==> config.mk <==
export PLATFORM = sky130hd
export DESIGN_NAME = ffd_shift_reg
export DESIGN_NICKNAME = d
export VERILOG_FILES = /design/src/rtl/ffd_shift_reg.sv
export SDC_FILE = /design/constraint.sdc
export NUM_CORES = 1
export LEC_CHECK = 0
export ABC_CLOCK_PERIOD_IN_PS = 3350
export CAP_MARGIN = 0
export CORE_MARGIN = 8
export CORE_UTILIZATION = 36
export DETAILED_ROUTE_END_ITERATION = 10
export HOLD_SLACK_MARGIN = 0.06
export PLACE_DENSITY_LB_ADDON = 0.1
export SLEW_MARGIN = 20
export SYNTH_ARGS = -nofsm -noshare
export SYNTH_HDL_FRONTEND = slang
export SYNTH_SLANG_ARGS = --single-unit
==> constraint.sdc <==
create_clock -name clk -period 3.35 [get_ports clk]
set_clock_uncertainty 0.05 [all_clocks]
set_input_delay 1.005 -clock clk [delete_from_list [all_inputs] [get_ports clk]]
set_output_delay 1.005 -clock clk [all_outputs]
set_load 0.02 [all_outputs]
==> src/rtl/ffd_shift_reg.sv <==
// ============================================================================
//  Module   : ffd_shift_reg
//  Purpose  : WIDTH-bit storage / shift / rotate register with clock enable,
//             synchronous preset and clear, and a self-timed parallel-to-serial
//             converter that shifts a word out LSB-first with busy/done flags.
//  Ports    : clk    - rising-edge clock
//             clr_n  - asynchronous active-low reset
//             pre    - synchronous preset (q <= PRESET_VAL), ignores ce
//             clr    - synchronous clear  (q <= 0), ignores ce, beats pre
//             ce     - enable for mode operations and serializer steps
//             mode   - operation select (HOLD/LOAD/SHL/SHR/ROL/ROR/SER)
//             d      - parallel data
//             sin    - serial fill bit for shifts and the serializer
//             q      - register contents
//             sout   - serial output, always q[0]
//             busy   - serializer running
//             done   - one-cycle pulse when the serializer finishes
//             zero   - combinational (q == 0)
//  Revision : 1.0 - initial release
// ============================================================================
`default_nettype none

module ffd_shift_reg #(
    parameter int               WIDTH      = 8,
    parameter logic [WIDTH-1:0] PRESET_VAL = {WIDTH{1'b1}}
) (
    input  logic             clk,
    input  logic             clr_n,
    input  logic             pre,
    input  logic             clr,
    input  logic             ce,
    input  logic [2:0]       mode,
    input  logic [WIDTH-1:0] d,
    input  logic             sin,
    output logic [WIDTH-1:0] q,
    output logic             sout,
    output logic             busy,
    output logic             done,
    output logic             zero
);

    localparam int               CNT_W    = $clog2(WIDTH);
    localparam logic [CNT_W-1:0] CNT_INIT = CNT_W'(WIDTH - 1);
    localparam logic [CNT_W-1:0] CNT_ONE  = CNT_W'(1);

    localparam logic [2:0] c_MODE_HOLD = 3'b000;
    localparam logic [2:0] c_MODE_LOAD = 3'b001;
    localparam logic [2:0] c_MODE_SHL  = 3'b010;
    localparam logic [2:0] c_MODE_SHR  = 3'b011;
    localparam logic [2:0] c_MODE_ROL  = 3'b100;
    localparam logic [2:0] c_MODE_ROR  = 3'b101;
    localparam logic [2:0] c_MODE_SER  = 3'b110;

    typedef enum logic [0:0] {
        ST_IDLE  = 1'b0,
        ST_SHIFT = 1'b1
    } state_t;

    state_t           state_q, state_d;
    logic [WIDTH-1:0] q_q,     q_d;
    logic [CNT_W-1:0] cnt_q,   cnt_d;
    logic             busy_q,  busy_d;
    logic             done_q,  done_d;

    always_ff @(posedge clk or negedge clr_n) begin
        if (!clr_n) begin
            state_q <= ST_IDLE;
            q_q     <= '0;
            cnt_q   <= '0;
            busy_q  <= 1'b0;
            done_q  <= 1'b0;
        end else begin
            state_q <= state_d;
            q_q     <= q_d;
            cnt_q   <= cnt_d;
            busy_q  <= busy_d;
            done_q  <= done_d;
        end
    end

    always_comb begin
        state_d = state_q;
        q_d     = q_q;
        cnt_d   = cnt_q;
        busy_d  = busy_q;
        done_d  = 1'b0;

        if (clr || pre) begin
            // Either synchronous override aborts a serializer run without done.
            q_d     = clr ? '0 : PRESET_VAL;
            state_d = ST_IDLE;
            cnt_d   = '0;
            busy_d  = 1'b0;
        end else if (state_q == ST_SHIFT) begin
            // mode and d are ignored while shifting; ce=0 simply pauses.
            if (ce) begin
                q_d   = {sin, q_q[WIDTH-1:1]};
                cnt_d = cnt_q - CNT_ONE;
                if (cnt_q == CNT_ONE) begin
                    // The edge that puts d[W-1] on sout ends the run, so the
                    // done cycle is already IDLE and accepts a new command.
                    state_d = ST_IDLE;
                    busy_d  = 1'b0;
                    done_d  = 1'b1;
                end
            end
        end else if (ce) begin
            case (mode)
                c_MODE_HOLD: q_d = q_q;
                c_MODE_LOAD: q_d = d;
                c_MODE_SHL:  q_d = {q_q[WIDTH-2:0], sin};
                c_MODE_SHR:  q_d = {sin, q_q[WIDTH-1:1]};
                c_MODE_ROL:  q_d = {q_q[WIDTH-2:0], q_q[WIDTH-1]};
                c_MODE_ROR:  q_d = {q_q[0], q_q[WIDTH-1:1]};
                c_MODE_SER: begin
                    // d[0] is on sout right after this edge; WIDTH-1 more
                    // shifts bring out the remaining bits.
                    q_d     = d;
                    cnt_d   = CNT_INIT;
                    busy_d  = 1'b1;
                    state_d = ST_SHIFT;
                end
                default:     q_d = q_q;   // 111 reserved, behaves as HOLD
            endcase
        end
    end

    assign q    = q_q;
    assign sout = q_q[0];
    assign busy = busy_q;
    assign done = done_q;
    assign zero = (q_q == '0);

endmodule

`default_nettype wire

==> metrics <==
outcome finished, final reports clean; Post-synth top flop dfrtp_1; Reg2Reg Depth 4; Max Freq 322.1 MHz; clock root cell clkbuf_4; row count 21; Min Hold Slack 492.3 ps; number of synthesized flops with an enable pin 0; register area share after synthesis 28.37%; CP max FO 6; synthesized area 0.001235 mm^2; Yosys top cell by area dfrtp_1; unrepaired setup endpoints after global routing false; drt via density 5.373; TritonCTS Buffers 3; Core Area 0.003311 mm^2; drt wl/cell 16.46 um; Slew headroom 48.88%; DRC violations left 0; CP required 2290 ps; worst vdd ir 0.1701 mV; Period Utilization, post-route 92.67%; GRT busiest layer met2; Setup CP Type reg -> out; M1 GR Usage 16.91%; PD cells 289.9 mW/mm^2; Port-buffer cells 28; # fillers 362; Crit. path cell count 3; Crit path largest cell delay 620 ps; Post-CTS Setup Bufs 0; WP data arrival 2050 ps; Largest delay share family, worst path simple AND/OR/NAND/NOR gates; Syn. warnings 0; Slowest-stage cell, CP clkdlybuf4s50_1; Final Max Slew Viols 0; Max-Cap Viols 0; Starting Density 37.30%; final WL 3489 um; grt ovf 0; met3 usage 2.291%; DR iter-0 viols 126; Vias 1139; TritonCTS clock tree built; top cell type's share of synthesized area 28.37%; Fin Setup TNS 0 ps; total number of H-tree levels 1; first-pass GRT wire length 6037 um; most common cell after layout, fill and taps aside clkdlybuf4s50_1; worst slew pin tran 766.8 ps; fin crit period 3104 ps; detailed placement HPWL 2726 um; GRT Total Usage 13.65%; # nets final 187; CTS Hold Bufs 0; antenna violations before repair 0; ranking of synthesized cells by area dfrtp_1 (28%), mux2i_1 (8.1%), a21oi_1 (7.7%); Ports 29; met2 usage 23.52%; Clock Tree Buf Depth 2; Post-Syn Area per Cell 8.884 um^2; DR pass1 iterations 4; chip height 74.57 um; leading cell types in the layout, fill and taps excluded clkdlybuf4s50_1 (28), a21oi_1 (19), dfrtp_1 (14); die area 0.005561 mm^2; area grow syn2layout 27.25%; P_leak 0.6153 nW; crit path launch type flip-flop; Worst-path clk slew 80 ps; CP cell instances or4_1 -> nor2_1 -> clkdlybuf4s50_1; largest net degree at the start of global routing 22; Hold Crit Class reg -> reg; Worst Setup End Kind output port; post-synthesis register bit count 14; Yosys cell types 47; number of global-route vias before repair 1209; synthesized net count 158; Ant. Diodes 0; layout cells sized above 1 13.25%; Worst-Skew Late Latency 270 ps; post_cts resized 0; CP bufs+invs 1; final setup vio count 0; Sink Count 14; GPL Wtd Cong 0.7992; Final Hold Fails 0; Mapped Cells 139; ys async rst share 100.0%; ANT nets after route 0; width of the die 74.57 um; hold depth 1
==> sequential cells by signal, indices dropped and copies added, names as in the netlist <==
name,cells
q,8
cnt_q,3
state_q,1
done,1
busy,1
==> cells in the mapped netlist (3+ instances only) <==
cell type and n:
a21oi_1 19, dfrtp_1 14, mux2i_1 10, nor2_1 8
inv_1 6, nor3_1 5, o31ai_1 5, buf_2 4
nor3b_1 4, o21ai_0 4, a211oi_1 3, and3b_1 3
buf_6 3, nand2_1 3, nand3b_1 3, o21ai_1 3
or3_1 3
==> layout make-up <==
cell class,count,area (um^2),area share (%)
well taps,46,57.56,3.662
flip-flops and latches,14,350.3,22.29
repair buffers,35,332.8,21.18
inverters,7,26.28,1.672
multi-input cells,107,782.0,49.76
clock buffers,3,22.52,1.433
==> metal layers <==
layer	up-vias	part of all wire, %
li1	577	-
met1	538	45
met2	22	49
met3	2	5.2
met4	0	0.29
met5	-	0
==> kinds of logic after synthesis <==
family	share of synthesized area [%]
DFF	28.37
buffers and inverters	8.307
and+or+nand+nor	23.51
muxes	9.929
adders and majority gates	2.026
xor gates and xnor gates	1.419
AOI/OAI and AO/OA	26.44
==> metrics by stage <==
stage / power [W] / setup WS, ps / util [%] / cell area (um^2) / cells
after global routing: 0.0004837 / 174.1 / 47.47 / 1572 / 212
after detailed placement: 0.0003678 / 437.2 / 46.79 / 1549 / 209
after floorplan: 0.0002943 / 984.4 / - / 1235 / 139
after CTS: 0.0004634 / 225.0 / 47.47 / 1572 / 212
final: 0.0004556 / 245.6 / 47.47 / 1572 / 212
after global placement: 0.0003661 / 452.6 / 46.79 / 1549 / 209
==> final timing paths <==
kind	from	endpoint	slack [ps]
max in group asynchronous	clr_n	q[4]$_DFFE_PN0P_	1750
min in group asynchronous	clr_n	busy$_DFFE_PN0P_	1080
worst min register to register	cnt_q[0]$_DFFE_PN0P_	cnt_q[0]$_DFFE_PN0P_	490
worst max-delay path	q[3]$_DFFE_PN0P_	zero	250
worst max register to register	state_q$_DFF_PN0_	q[3]$_DFFE_PN0P_	1350
worst min-delay path	cnt_q[0]$_DFFE_PN0P_	cnt_q[0]$_DFFE_PN0P_	490
==> report_power, final <==
part | switching [W] | internal [W] | leakage (nW)
sequential | 0.0000173 | 0.000179 | 0.181
clock | 0.0000501 | 0.0000415 | 0.0138
combinational | 0.0000855 | 0.0000820 | 0.420
total | 0.000153 | 0.000303 | 0.615
==> worst reg2reg max path, cell delays in order (launching register included) <==
cell      delay, ps
dfrtp_1         840
and4b_4         320
nor3b_4         370
nor2_2           70
a221oi_2        270
No activity file was read; power rests on OpenSTA's default activity.
